$ cat src/rtl/alarm_pkg.sv
// Shared types, time constants and small arithmetic helpers for the alarm controller.
package alarm_pkg;

   typedef enum logic [1:0] {
      ST_IDLE    = 2'd0,
      ST_RINGING = 2'd1,
      ST_SNOOZED = 2'd2
   } alarm_state_t;

   localparam int HOURS_PER_DAY = 24;
   localparam int MIN_PER_HOUR  = 60;

   // Adds delta (< 60) minutes to hour:min, wrapping 59->0 and 23->0.
   function automatic logic [11:0] hm_add(input logic [5:0] hr, input logic [5:0] mn,
                                          input int delta);
      logic [6:0] m;
      logic [5:0] h;
      m = {1'b0, mn} + 7'(delta);
      h = hr;
      if (m >= 7'(MIN_PER_HOUR)) begin
         m = m - 7'(MIN_PER_HOUR);
         h = h + 6'd1;
      end
      if (h >= 6'(HOURS_PER_DAY)) h = h - 6'(HOURS_PER_DAY);
      return {h, m[5:0]};
   endfunction

   function automatic logic [7:0] to_bcd(input logic [5:0] v);
      logic [7:0] r;
      r[7:4] = 4'(v / 6'd10);
      r[3:0] = 4'(v % 6'd10);
      return r;
   endfunction

endpackage

$ cat src/rtl/alarm_ctrl_btn_pulse.sv
// Rising-edge detector: one registered single-cycle pulse per button press.
module btn_pulse (
   input  logic clk,
   input  logic rst,
   input  logic btn,
   output logic pulse
);

   logic prev;

   // Reset captures the live level so a button held through reset does not fire.
   always_ff @(posedge clk) begin
      if (rst) begin
         prev  <= btn;
         pulse <= 1'b0;
      end else begin
         prev  <= btn;
         pulse <= btn & ~prev;
      end
   end

endmodule

$ cat src/rtl/alarm_ctrl.sv
// Multi-slot alarm controller: slot registers, match encoder, ring/snooze FSM,
// ring timeout counter and registered BCD display.
module alarm_ctrl
   import alarm_pkg::*;
#(
   parameter int N_ALARMS   = 4,
   parameter int SNOOZE_MIN = 5,
   parameter int RING_SEC   = 60,
   localparam int IDX_W     = (N_ALARMS > 1) ? $clog2(N_ALARMS) : 1,
   localparam int SEL_W     = $clog2(N_ALARMS + 1)
) (
   input  logic                clk,
   input  logic                rst,
   input  logic [5:0]          c_hour,
   input  logic [5:0]          c_min,
   input  logic [5:0]          c_sec,
   input  logic                wr_en,
   input  logic [IDX_W-1:0]    wr_idx,
   input  logic [5:0]          wr_hour,
   input  logic [5:0]          wr_min,
   input  logic                wr_arm,
   input  logic                btn_mode,
   input  logic                btn_snooze,
   input  logic                btn_stop,
   output logic [3:0]          hr1,
   output logic [3:0]          hr2,
   output logic [3:0]          min1,
   output logic [3:0]          min2,
   output logic [SEL_W-1:0]    disp_sel,
   output logic                ring,
   output logic [IDX_W-1:0]    ring_idx,
   output logic                snoozed,
   output logic [N_ALARMS-1:0] armed
);

   logic [5:0]          slot_hour [N_ALARMS];
   logic [5:0]          slot_min  [N_ALARMS];
   logic [N_ALARMS-1:0] slot_arm;

   logic mode_p, snooze_p, stop_p;

   btn_pulse u_mode   (.clk(clk), .rst(rst), .btn(btn_mode),   .pulse(mode_p));
   btn_pulse u_snooze (.clk(clk), .rst(rst), .btn(btn_snooze), .pulse(snooze_p));
   btn_pulse u_stop   (.clk(clk), .rst(rst), .btn(btn_stop),   .pulse(stop_p));

   logic       wr_ok;
   assign wr_ok = wr_en && (wr_hour <= 6'(HOURS_PER_DAY - 1)) &&
                  (wr_min <= 6'(MIN_PER_HOUR - 1)) && (32'(wr_idx) < N_ALARMS);

   always_ff @(posedge clk) begin
      if (rst) begin
         for (int i = 0; i < N_ALARMS; i++) begin
            slot_hour[i] <= '0;
            slot_min[i]  <= '0;
         end
         slot_arm <= '0;
      end else if (wr_ok) begin
         slot_hour[wr_idx] <= wr_hour;
         slot_min[wr_idx]  <= wr_min;
         slot_arm[wr_idx]  <= wr_arm;
      end
   end

   assign armed = slot_arm;

   // Time-change events; reset loads the live inputs so nothing fires right after reset.
   logic [11:0] prev_hm;
   logic [5:0]  prev_sec;
   logic        min_evt, sec_evt;

   always_ff @(posedge clk) begin
      prev_hm  <= {c_hour, c_min};
      prev_sec <= c_sec;
   end

   assign min_evt = ({c_hour, c_min} != prev_hm);
   assign sec_evt = (c_sec != prev_sec);

   // Lowest armed slot wins: scanning downward lets the smallest index overwrite last.
   logic             match_hit;
   logic [IDX_W-1:0] match_idx;

   always_comb begin
      match_hit = 1'b0;
      match_idx = '0;
      for (int i = N_ALARMS - 1; i >= 0; i--) begin
         if (slot_arm[i] && slot_hour[i] == c_hour && slot_min[i] == c_min) begin
            match_hit = 1'b1;
            match_idx = IDX_W'(i);
         end
      end
   end

   alarm_state_t     state, state_nxt;
   logic [IDX_W-1:0] idx_nxt;
   logic [7:0]       ring_cnt, cnt_nxt;
   logic [11:0]      snz_hm, snz_nxt;
   logic             timeout;

   assign timeout = sec_evt && (ring_cnt == 8'(RING_SEC - 1));

   always_ff @(posedge clk) begin
      if (rst) begin
         state    <= ST_IDLE;
         ring_idx <= '0;
         ring_cnt <= '0;
         snz_hm   <= '0;
      end else begin
         state    <= state_nxt;
         ring_idx <= idx_nxt;
         ring_cnt <= cnt_nxt;
         snz_hm   <= snz_nxt;
      end
   end

   always_comb begin
      state_nxt = state;
      idx_nxt   = ring_idx;
      cnt_nxt   = ring_cnt;
      snz_nxt   = snz_hm;
      case (state)
         ST_IDLE: begin
            if (min_evt && match_hit) begin
               state_nxt = ST_RINGING;
               idx_nxt   = match_idx;
               cnt_nxt   = '0;
            end
         end
         ST_RINGING: begin
            if (stop_p) begin
               state_nxt = ST_IDLE;
            end else if (snooze_p) begin
               state_nxt = ST_SNOOZED;
               snz_nxt   = hm_add(c_hour, c_min, SNOOZE_MIN);
            end else if (timeout) begin
               state_nxt = ST_IDLE;
            end else if (sec_evt) begin
               cnt_nxt = ring_cnt + 8'd1;
            end
         end
         ST_SNOOZED: begin
            if (stop_p) begin
               state_nxt = ST_IDLE;
            end else if (min_evt && match_hit) begin
               state_nxt = ST_RINGING;
               idx_nxt   = match_idx;
               cnt_nxt   = '0;
            end else if (min_evt && {c_hour, c_min} == snz_hm) begin
               state_nxt = ST_RINGING;
               cnt_nxt   = '0;
            end
         end
         default: state_nxt = ST_IDLE;
      endcase
   end

   assign ring    = (state == ST_RINGING);
   assign snoozed = (state == ST_SNOOZED);

   always_ff @(posedge clk) begin
      if (rst) begin
         disp_sel <= '0;
      end else if (mode_p) begin
         disp_sel <= (disp_sel == SEL_W'(N_ALARMS)) ? '0 : disp_sel + SEL_W'(1);
      end
   end

   logic [5:0] show_h, show_m;

   always_comb begin
      show_h = c_hour;
      show_m = c_min;
      for (int i = 0; i < N_ALARMS; i++) begin
         if (disp_sel == SEL_W'(i + 1)) begin
            show_h = slot_hour[i];
            show_m = slot_min[i];
         end
      end
   end

   always_ff @(posedge clk) begin
      if (rst) begin
         {hr1, hr2}   <= '0;
         {min1, min2} <= '0;
      end else begin
         {hr1, hr2}   <= to_bcd(show_h);
         {min1, min2} <= to_bcd(show_m);
      end
   end

endmodule

$ cat config.mk
export PLATFORM = sky130hd
export DESIGN_NAME = alarm_ctrl
export DESIGN_NICKNAME = d
export VERILOG_FILES = /design/src/rtl/alarm_pkg.sv /design/src/rtl/alarm_ctrl_btn_pulse.sv /design/src/rtl/alarm_ctrl.sv
export SDC_FILE = /design/constraint.sdc
export NUM_CORES = 1
export LEC_CHECK = 0
export ABC_AREA = 1
export BUFFER_PORTS_ARGS = -buffer_cell sky130_fd_sc_hd__clkbuf_2
export CAP_MARGIN = 20
export CORE_MARGIN = 4
export CORE_UTILIZATION = 50
export DETAILED_ROUTE_END_ITERATION = 8
export GPL_TIMING_DRIVEN = 0
export PLACE_DENSITY = 0.83
export SLEW_MARGIN = 20
export SYNTH_ARGS = -nofsm -noshare
export SYNTH_HDL_FRONTEND = slang
export SYNTH_SLANG_ARGS = --single-unit
$ cat constraint.sdc
create_clock -name clk -period 2.7 [get_ports clk]
set_input_delay 0.27 -clock clk [delete_from_list [all_inputs] [get_ports clk]]
set_output_delay 0.27 -clock clk [all_outputs]
set_load 0.02 [all_outputs]
Word level (Yosys, flattened, before mapping):

Memory sizes are Yosys's and may differ from the RTL's.
Cells that the tools add are included.
W data, S select, Z words.

* add/subtract/negate cells: 6
* $lt $le $gt $ge: 6
* muxes and demuxes: 57
* equality and inequality tests: 27
* bitwise gates (word level): 7
* divide/modulo/power cells: 4
* reduce and logical (&&, ||, !) cells: 23

Operators with widths (number)
* $mux W6: 16
* $mux W8: 8
* $eq A6 B6 Y1: 8
* $mux W2: 15
* $pmux W8 S3: 1
* $logic_and A1 B1 Y1: 14
* $div A6 B4 Y6 const B: 2
* $eq A12 B12 Y1: 1
* $mod A6 B4 Y6 const B: 2
* $mux W1: 12
* $ne A12 B12 Y1: 1
* $reduce_or A6 Y1: 2
* $ne A2 B2 Y1 const B: 5
* $add A8 B1 Y8 const B: 1
* $eq A8 B6 Y1 const B: 1
* $ne A4 B1 Y1 const B: 2
* $reduce_and A8 Y1: 1
* $add A6 B3 Y7 const B: 1
* $ge A7 B6 Y1 const B: 1
* $add A6 B1 Y6 const B: 1
* $eq A3 B2 Y1 const B: 2
* $ge A6 B5 Y1 const B: 1
* $le A6 B5 Y1 const B: 1
* $le A6 B6 Y1 const B: 1
* 24 further kinds: 30

* bits of input ports: 39
* output and inout bits: 27
* word-level logic and storage cells: 150
* memories: 2
* RAM bits: 48
* flip-flop bits (word level): 71

Memory list
* slot_hour: depth 4, width 6, rd ports 4, clocked after Yosys merged registers in 0, wr ports 4, line alarm_ctrl.sv:36 `logic [5:0] slot_hour [N_ALARMS];`
* slot_min: depth 4, width 6, rd ports 4, clocked after Yosys merged registers in 0, wr ports 4, line alarm_ctrl.sv:37 `logic [5:0] slot_min [N_ALARMS];`

Logic depth before layout (Yosys ltp):

Gate-level depths: netlist of run 1.

* depth after elaboration: 11
* depth in mapped cells: 27
* mapped depth without buffers: 27

Modules after synthesis:

A second synthesis of run 1 with hierarchy kept.

* cell total of the unflattened synthesis: 998
* area, all modules: 7372.1 um2

By module, submodules not included
* alarm_ctrl: instances 1, cells each 983, area an instance 7210.7 um2, sequential area each 2702.6 um2
* btn_pulse: instances 3, cells each 5, area an instance 53.8 um2, sequential area each 40.0 um2

Least setup slack after synthesis of run 1:

Ideal clock, no wire load.

* path kind: reg2reg
* from: register disp_sel[2]
* to: register hr2[3]
* setup time: 0.109 ns
* required time: 2.591 ns
* setup slack: -0.300 ns
* clock period less this slack: 3.000 ns
* buffers on the path: 2
* cell stages (with the launch flop): 23
* arrival time: 2.891 ns
* cells stage by stage: dfxtp_1 > inv_2 > buf_6 > ha_1 > inv_2 > buf_2 > nand3_2 > a21oi_4 > inv_1 > ha_1 > nand3_1 > nor2_1 > o21ai_4 > nand2_2 > nand2_1 > nand2_1 > inv_1 > ha_1 > inv_1 > a21oi_1 > nor2_1 > nand2_1 > inv_1

* word-level cells in the longest chain between the ends: 6
* elaborated cells between the ends (all ways): 9
* those cells by class: div (1); eq/ne (4); mux (4)

RTL lines
* start: declaration: line alarm_ctrl.sv:29 `output logic [SEL_W-1:0] disp_sel,`
* start signal: assignment: line alarm_ctrl.sv:164 `disp_sel <= (disp_sel == SEL_W'(N_ALARMS)) ? '0 : disp_sel + SEL_W'(1);`
* $eq A3 B1 Y1: line alarm_ctrl.sv:174 `if (disp_sel == SEL_W'(i + 1)) begin`
* $mux W6 (3 in a row): line alarm_ctrl.sv:174
* $mux W6 *: line alarm_ctrl.sv:174
* $mod A6 B4 Y6 *: line alarm_pkg.sv:31 `r[3:0] = 4'(v % 6'd10);`
* end signal: assignment: line alarm_ctrl.sv:186 `{hr1, hr2} <= to_bcd(show_h);`
* end: declaration: line alarm_ctrl.sv:26 `output logic [3:0] hr2,`

Every way passes the cells marked *; elsewhere a longest branch is shown, timed or not.
A chain may end at the register's enable or synchronous reset.

Worst setup path after layout of run 1:

* from: register disp_sel[0]
* to: register hr2[2]

The elaborated chain is that of the path after synthesis.

==> results.yml, run 1 <==
grt:
  grt_max_degree: 17
  grt_pass1_wl_mm: 33.4
  grtUsageTotal: 0.269
  grt_overflow: 0
  grt_pass1_vias: 6630
  antenna_found_initial: 0
sta:
  setup_viol: 8
  rsz0062_at_grt: "true"
  max_clock_freq_mhz: 341
  max_slew_margin: 0.602
  layout_setup_ws_ns: -0.235
  tightest_slew_ns: 0.597
  period_share: 1.09
  fin_tns_setup_ns: -1.24
  fin_crit_ns: 2.94
  hold_violations: 0
  drv_slew: 0
  fin_worst_skew_ns: 0.00801
clock_tree:
  clockBufferDepth: 2
  path_clk_slew_ns: 0.05
  clkLatencyLatePin_ns: 0.42
  cts_tree: "done"
  cts_sinks: 117
  cts_root_buf: "clkbuf_16"
  htree_levels: 4
  cts_buffers: 17
flow_run:
  max-cap-violations: 0
placement:
  dpl_worst_slack_ns: -0.516
  port_buffers: 62
  place_congestion: 1.00
  place_hpwl_mm: 13.6
  dp_cells: 1161
power:
  power_mw: 5.59
  leakagePower_nw: 4.21
  p_per_area_mw_per_mm2: 610
  vdd_drop_max_v: 0.000417
synthesis:
  synthAdderAreaFrac: 0.0330
  synth.mux.area_fraction: 0
  ys_ff_latch: 117
  synthTopCellsByArea: "edfxtp_1 (21%), dfxtp_1 (20%), nand2_1 (11%)"
  synth_top_flop_cell: "dfxtp_1"
  synth_compound_area_frac: 0.0965
  synth_area_sq_mm: 0.00682
  synth_warnings: 0
  synth.yosys.seq_area_share: 0.414
  yosysUniqueCellTypes: 48
  synth.top_cell.area_share: 0.211
  syn_area_per_cell_sq_um: 7.43
  netlist_instances: 918
  yosys.area.top_type: "edfxtp_1"
  synth_top_family_by_area: "simple AND/OR/NAND/NOR gates"
  synthXorXnorAreaFrac: 0.0679
  synthArstFlopShare: 0
  synthSimpleGateAreaFrac: 0.282
  synth_edf_count: 48
routing:
  viasPerCell: 5.40
  post-route-drc-count: 0
  wirelength_mm: 21.2
  drt_pass1_iterations: 7
  vias: 6910
  drt_iter0_markers: 898
  ant_nets: 0
  avgRoutedWirePerCell_um: 16.6
critical_path:
  crit_type: "reg2reg"
  path_max_fanout: 5
  crit_arrival_ns: 3.29
  crit_required_ns: 3.06
  end_kind: "register"
  worstSetupStartpointType: "register"
final_layout:
  fin_cells: 1279
  fillers: 980
  fin_nets: 1147
  area_delta_synth_final_pct: 34.3
  layout-drive-gt1-share: 0.276
  antenna-diode-count: 0
die:
  die_h_um: 125
  num_io_pins: 66
  num_rows: 42
  die-area_sq_mm: 0.0156
  start_util: 0.513
  core_sq_mm: 0.0133
  die_w_um: 125
status:
  violations: "setup timing"
  outcome: "finished, violations left"
worst_hold_path:
  hold_class: "in2reg"
==> layer usage <==
| metal | part of all wire | vias to the layer above | global-route usage |
|---|---|---|---|
| met5 | 0 | - | 0 |
| met2 | 0.49 | 354 | 0.457 |
| met1 | 0.39 | 3197 | 0.322 |
| met3 | 0.079 | 84 | 0.0673 |
| met4 | 0.046 | 0 | 0.120 |
| li1 | - | 3275 | - |
==> logic make-up (layout without fill, tap and decap cells) <==
logic type | Yosys count | count (layout)
simple gates | 446 | 446
buf+inv | 177 | 357
flops | 117 | 117
compound gates | 107 | 107
xor+xnor | 52 | 52
fa+ha+maj | 18 | 18
other cells | 1 | 6
==> power by group <==
part / internal (mW) / switching (mW) / leakage, nW
sequential: 1.96 / 0.0687 / 1.03
clock: 1.49 / 0.787 / 0.289
combinational: 0.524 / 0.763 / 2.89
==> sequential cells by signal, summed over array words and instances (netlist names), 4 cells and up <==
register   flops
hr2            4
prev_hm       12
snz_hm        12
prev_sec       6
armed          4
slot_hour     24
slot_min      24
ring_cnt       8
min2           4
==> layout by cell type, fill, tap and decap left out, drive strengths merged, types with 33 or more instances in the layout <==
master,n
nor2,121
dfxtp,69
nand2,217
xor2,33
inv,145
a21oi,47
nand3,68
edfxtp,48
clkbuf,92
buf,88
==> layout make-up <==
class,count,area [sq um],share of cell area
inverters,148,577,0.0630
well taps,176,220,0.0240
repair buffers,149,1030,0.113
clock buffers,22,464,0.0507
flip-flops and latches,117,2830,0.309
multi-input cells,629,3710,0.406
clock inverters,10,129,0.0141
plain buffers,28,190,0.0208
==> Yosys cell counts (5+ instances only) <==
cell and count:
a21oi_1 45, buf_2 13, clkbuf_1 7, dfxtp_1 69, edfxtp_1 48, ha_1 18, inv_1 131, inv_2 13
nand2_1 205, nand2_2 11, nand3_1 64, nand4_1 12, nor2_1 119, nor3_1 11, nor3b_1 5, nor4_1 5
o21ai_0 17, o21ai_1 10, o22ai_1 10, xnor2_1 19, xor2_1 32
==> what timing repair did <==
action                     in CTS  in global routing
hold endpoints to repair       19                  0
cloned                          0                  0
buffers inserted               58                 11
resized for setup              71                 57
hold buffers                   19                  0
pin swaps                      47                 37
setup endpoints to repair       8                 20
==> stage by stage <==
step | hold slack (ns) | utilization | instance area, sq um
2_1_floorplan | 0.298 | - | 6880
3_3_place_gp | 0.370 | 0.557 | 7410
3_5_place_dp | 0.374 | 0.557 | 7410
4_1_cts | 0.120 | 0.668 | 8870
5_1_grt | 0.126 | 0.689 | 9160
6_report | 0.132 | 0.689 | 9160
==> path summary, 6_finish.rpt <==
check | from | to | slack, ns | depth (start not counted)
setup / recovery | disp_sel[0] | hr2[2] | -0.24 | 23
hold / removal | wr_arm | armed[2] | 0.13 | 3
setup reg to reg | disp_sel[0] | hr2[2] | -0.24 | 23
hold reg to reg | u_snooze.prev | u_snooze.pulse | 0.38 | 1
==> critical path: stages, from the launching register on <==
cell	delay, ns
dfxtp_4	0.36
inv_2	0.09
ha_2	0.20
nand2_4	0.08
buf_4	0.15
nor2_1	0.27
inv_1	0.10
nand2_2	0.10
nand3_4	0.09
nand2_4	0.08
inv_2	0.05
ha_4	0.16
nand3_4	0.06
nor2_4	0.05
o21ai_4	0.20
nand2_2	0.11
buf_4	0.15
nand2_1	0.08
nand3_2	0.10
inv_2	0.12
nand2_4	0.07
nand2_1	0.06
nand2_1	0.05
nor2_2	0.10
Power figures use the tool's default switching activity.
==> run 2: changes to the inputs <==
==> constraint.sdc (replaced) <==
create_clock -name clk -period 2.7 [get_ports clk]
set_input_delay 0.54 -clock clk [delete_from_list [all_inputs] [get_ports clk]]
set_output_delay 0.54 -clock clk [all_outputs]
set_load 0.02 [all_outputs]
==> results.yml, run 2 (synthesis gave the netlist of run 1 again) <==
power:
  p_per_area_mw_per_mm2: 621
  power_mw: 5.62
  vdd_drop_max_v: 0.000419
  leakagePower_nw: 4.17
grt:
  grtUsageTotal: 0.266
  grt_pass1_vias: 6520
  grt_overflow: 0
  antenna_found_initial: 0
  grt_pass1_wl_mm: 32.9
  grt_max_degree: 17
sta:
  fin_crit_ns: 3.02
  setup_viol: 8
  rsz0062_at_grt: "true"
  hold_violations: 0
  worst_hold_slack_ns: 0.226
  layout_setup_ws_ns: -0.316
  fin_worst_skew_ns: 0.00795
  max_slew_margin: 0.601
  max_clock_freq_mhz: 332
  period_share: 1.12
  tightest_slew_ns: 0.598
  drv_slew: 0
placement:
  port_buffers: 62
  place_congestion: 1.00
  place_hpwl_mm: 13.6
clock_tree:
  cts_tree: "done"
  cts_buffers: 17
  cts_root_buf: "clkbuf_16"
  htree_levels: 4
  ctsHoldBuffers: 0
  clkLatencyLatePin_ns: 0.43
  clockBufferDepth: 2
  path_clk_slew_ns: 0.06
  cts_sinks: 117
flow_run:
  max-cap-violations: 0
critical_path:
  crit_type: "reg2reg"
  worstSetupStartpointType: "register"
  rr_startpoint: "disp_sel[0]"
  path_max_fanout: 10
  r2r-end: "hr2[3]"
  crit_arrival_ns: 3.39
  crit_required_ns: 3.07
  r2r_cells: 23
  end_kind: "register"
  regToRegSetupSlack_ns: -0.32
final_layout:
  antenna-diode-count: 0
  layout-drive-gt1-share: 0.291
  final_common_cell: "nand2_1"
  reg_top3: "slot_hour x24, slot_min x24"
  fin_nets: 1137
  fillers: 994
  final_cell_mix: "nand2_1 (173), inv_1 (119), nor2_1 (111)"
  area_delta_synth_final_pct: 32.8
die:
  start_util: 0.513
  num_io_pins: 66
  num_rows: 42
  die_w_um: 125
  core_sq_mm: 0.0133
  die_h_um: 125
  die-area_sq_mm: 0.0156
routing:
  viasPerCell: 5.49
  wirelength_mm: 22.0
  vias: 6968
  drt_pass1_iterations: 7
  post-route-drc-count: 0
  avgRoutedWirePerCell_um: 17.3
  ant_nets: 0
  drt_iter0_markers: 900
status:
  violations: "setup timing"
  outcome: "finished, violations left"
worst_hold_path:
  hold_end: "prev_hm[11]"
  hold_class: "in2reg"
  min_path_cells: 1
  hp-start: "c_hour[5]"
## run 2: cell types whose count changed in the layout (fill, tap and decap cells not counted), moves of 2 or more
cell,delta
o21ai_1,-2
dlygate4sd3_1,-19
buf_2,+2
nand2_2,+2
nand2_4,-2
o21ai_2,+2
inv_1,-2
buf_4,+7
## run 2: metal layers
layer	wire length [um]	global-route usage	vias to the layer above
met2	10600	0.452	379
met1	8340	0.318	3214
li1	-	-	3268
met3	1890	0.0656	107
met5	0	0	-
met4	1180	0.120	0
## run 2: report_power, final
| group | leakage, nW | switching [mW] | internal [mW] |
|---|---|---|---|
| clock network | 0.289 | 0.787 | 1.49 |
| registers | 1.03 | 0.0676 | 1.96 |
| logic | 2.85 | 0.790 | 0.534 |
| total | 4.17 | 1.64 | 3.98 |
## run 2: worst max path at each step
stage                     slack, ns   startpoint      to
after global routing          -0.40  disp_sel[1]  hr2[3]
after global placement        -0.60    c_hour[5]  hr2[3]
after detailed placement      -0.64    c_hour[5]  hr2[3]
after CTS                     -0.06  disp_sel[1]  hr2[3]
final                         -0.32  disp_sel[0]  hr2[3]
after floorplan               0.005  disp_sel[0]  hr2[3]
## run 2: cell type report
cell class / instances / area [sq um] / area share
multi-input cells: 629 / 3730 / 0.411
flip-flops and latches: 117 / 2830 / 0.313
repair buffers: 139 / 915 / 0.101
inverters: 148 / 581 / 0.0641
clock buffers: 22 / 464 / 0.0513
well taps: 176 / 220 / 0.0243
plain buffers: 28 / 189 / 0.0209
clock inverters: 10 / 129 / 0.0142
## run 2: per-stage QoR
step / std cells / worst slack [ns] / setup TNS (ns) / instance area (sq um) / utilization
after floorplan: 923 / 0.00542 / 0 / 6880 / -
after global placement: 1161 / -0.602 / -3.74 / 7410 / 0.557
after detailed placement: 1161 / -0.643 / -4.26 / 7410 / 0.557
after CTS: 1251 / -0.0629 / -0.126 / 8680 / 0.653
after global routing: 1269 / -0.403 / -2.39 / 9060 / 0.681
final: 1269 / -0.316 / -1.23 / 9060 / 0.681
## run 2: repair_timing
action	CTS	global route
buffers inserted	58	19
gates resized for setup	71	65
endpoints found under the setup margin	8	13
pin swaps	47	39
hold endpoints to repair	0	0
## run 2: critical path, cell delays in order (launching register included)
cell and delay (ns):
dfxtp_4 0.39, inv_2 0.07, ha_1 0.23, nand2_4 0.11, inv_2 0.05, buf_4 0.17, a21oi_4 0.14, buf_4 0.13
a21boi_2 0.05, ha_1 0.31, inv_1 0.10, nand3_1 0.12, nand2_2 0.12, o21ai_4 0.08, nand2_2 0.10, nand2_2 0.07
nand2_2 0.07, inv_2 0.04, ha_4 0.15, inv_2 0.06, a21oi_2 0.05, nor2_1 0.16, nand2_1 0.11, inv_1 0.06
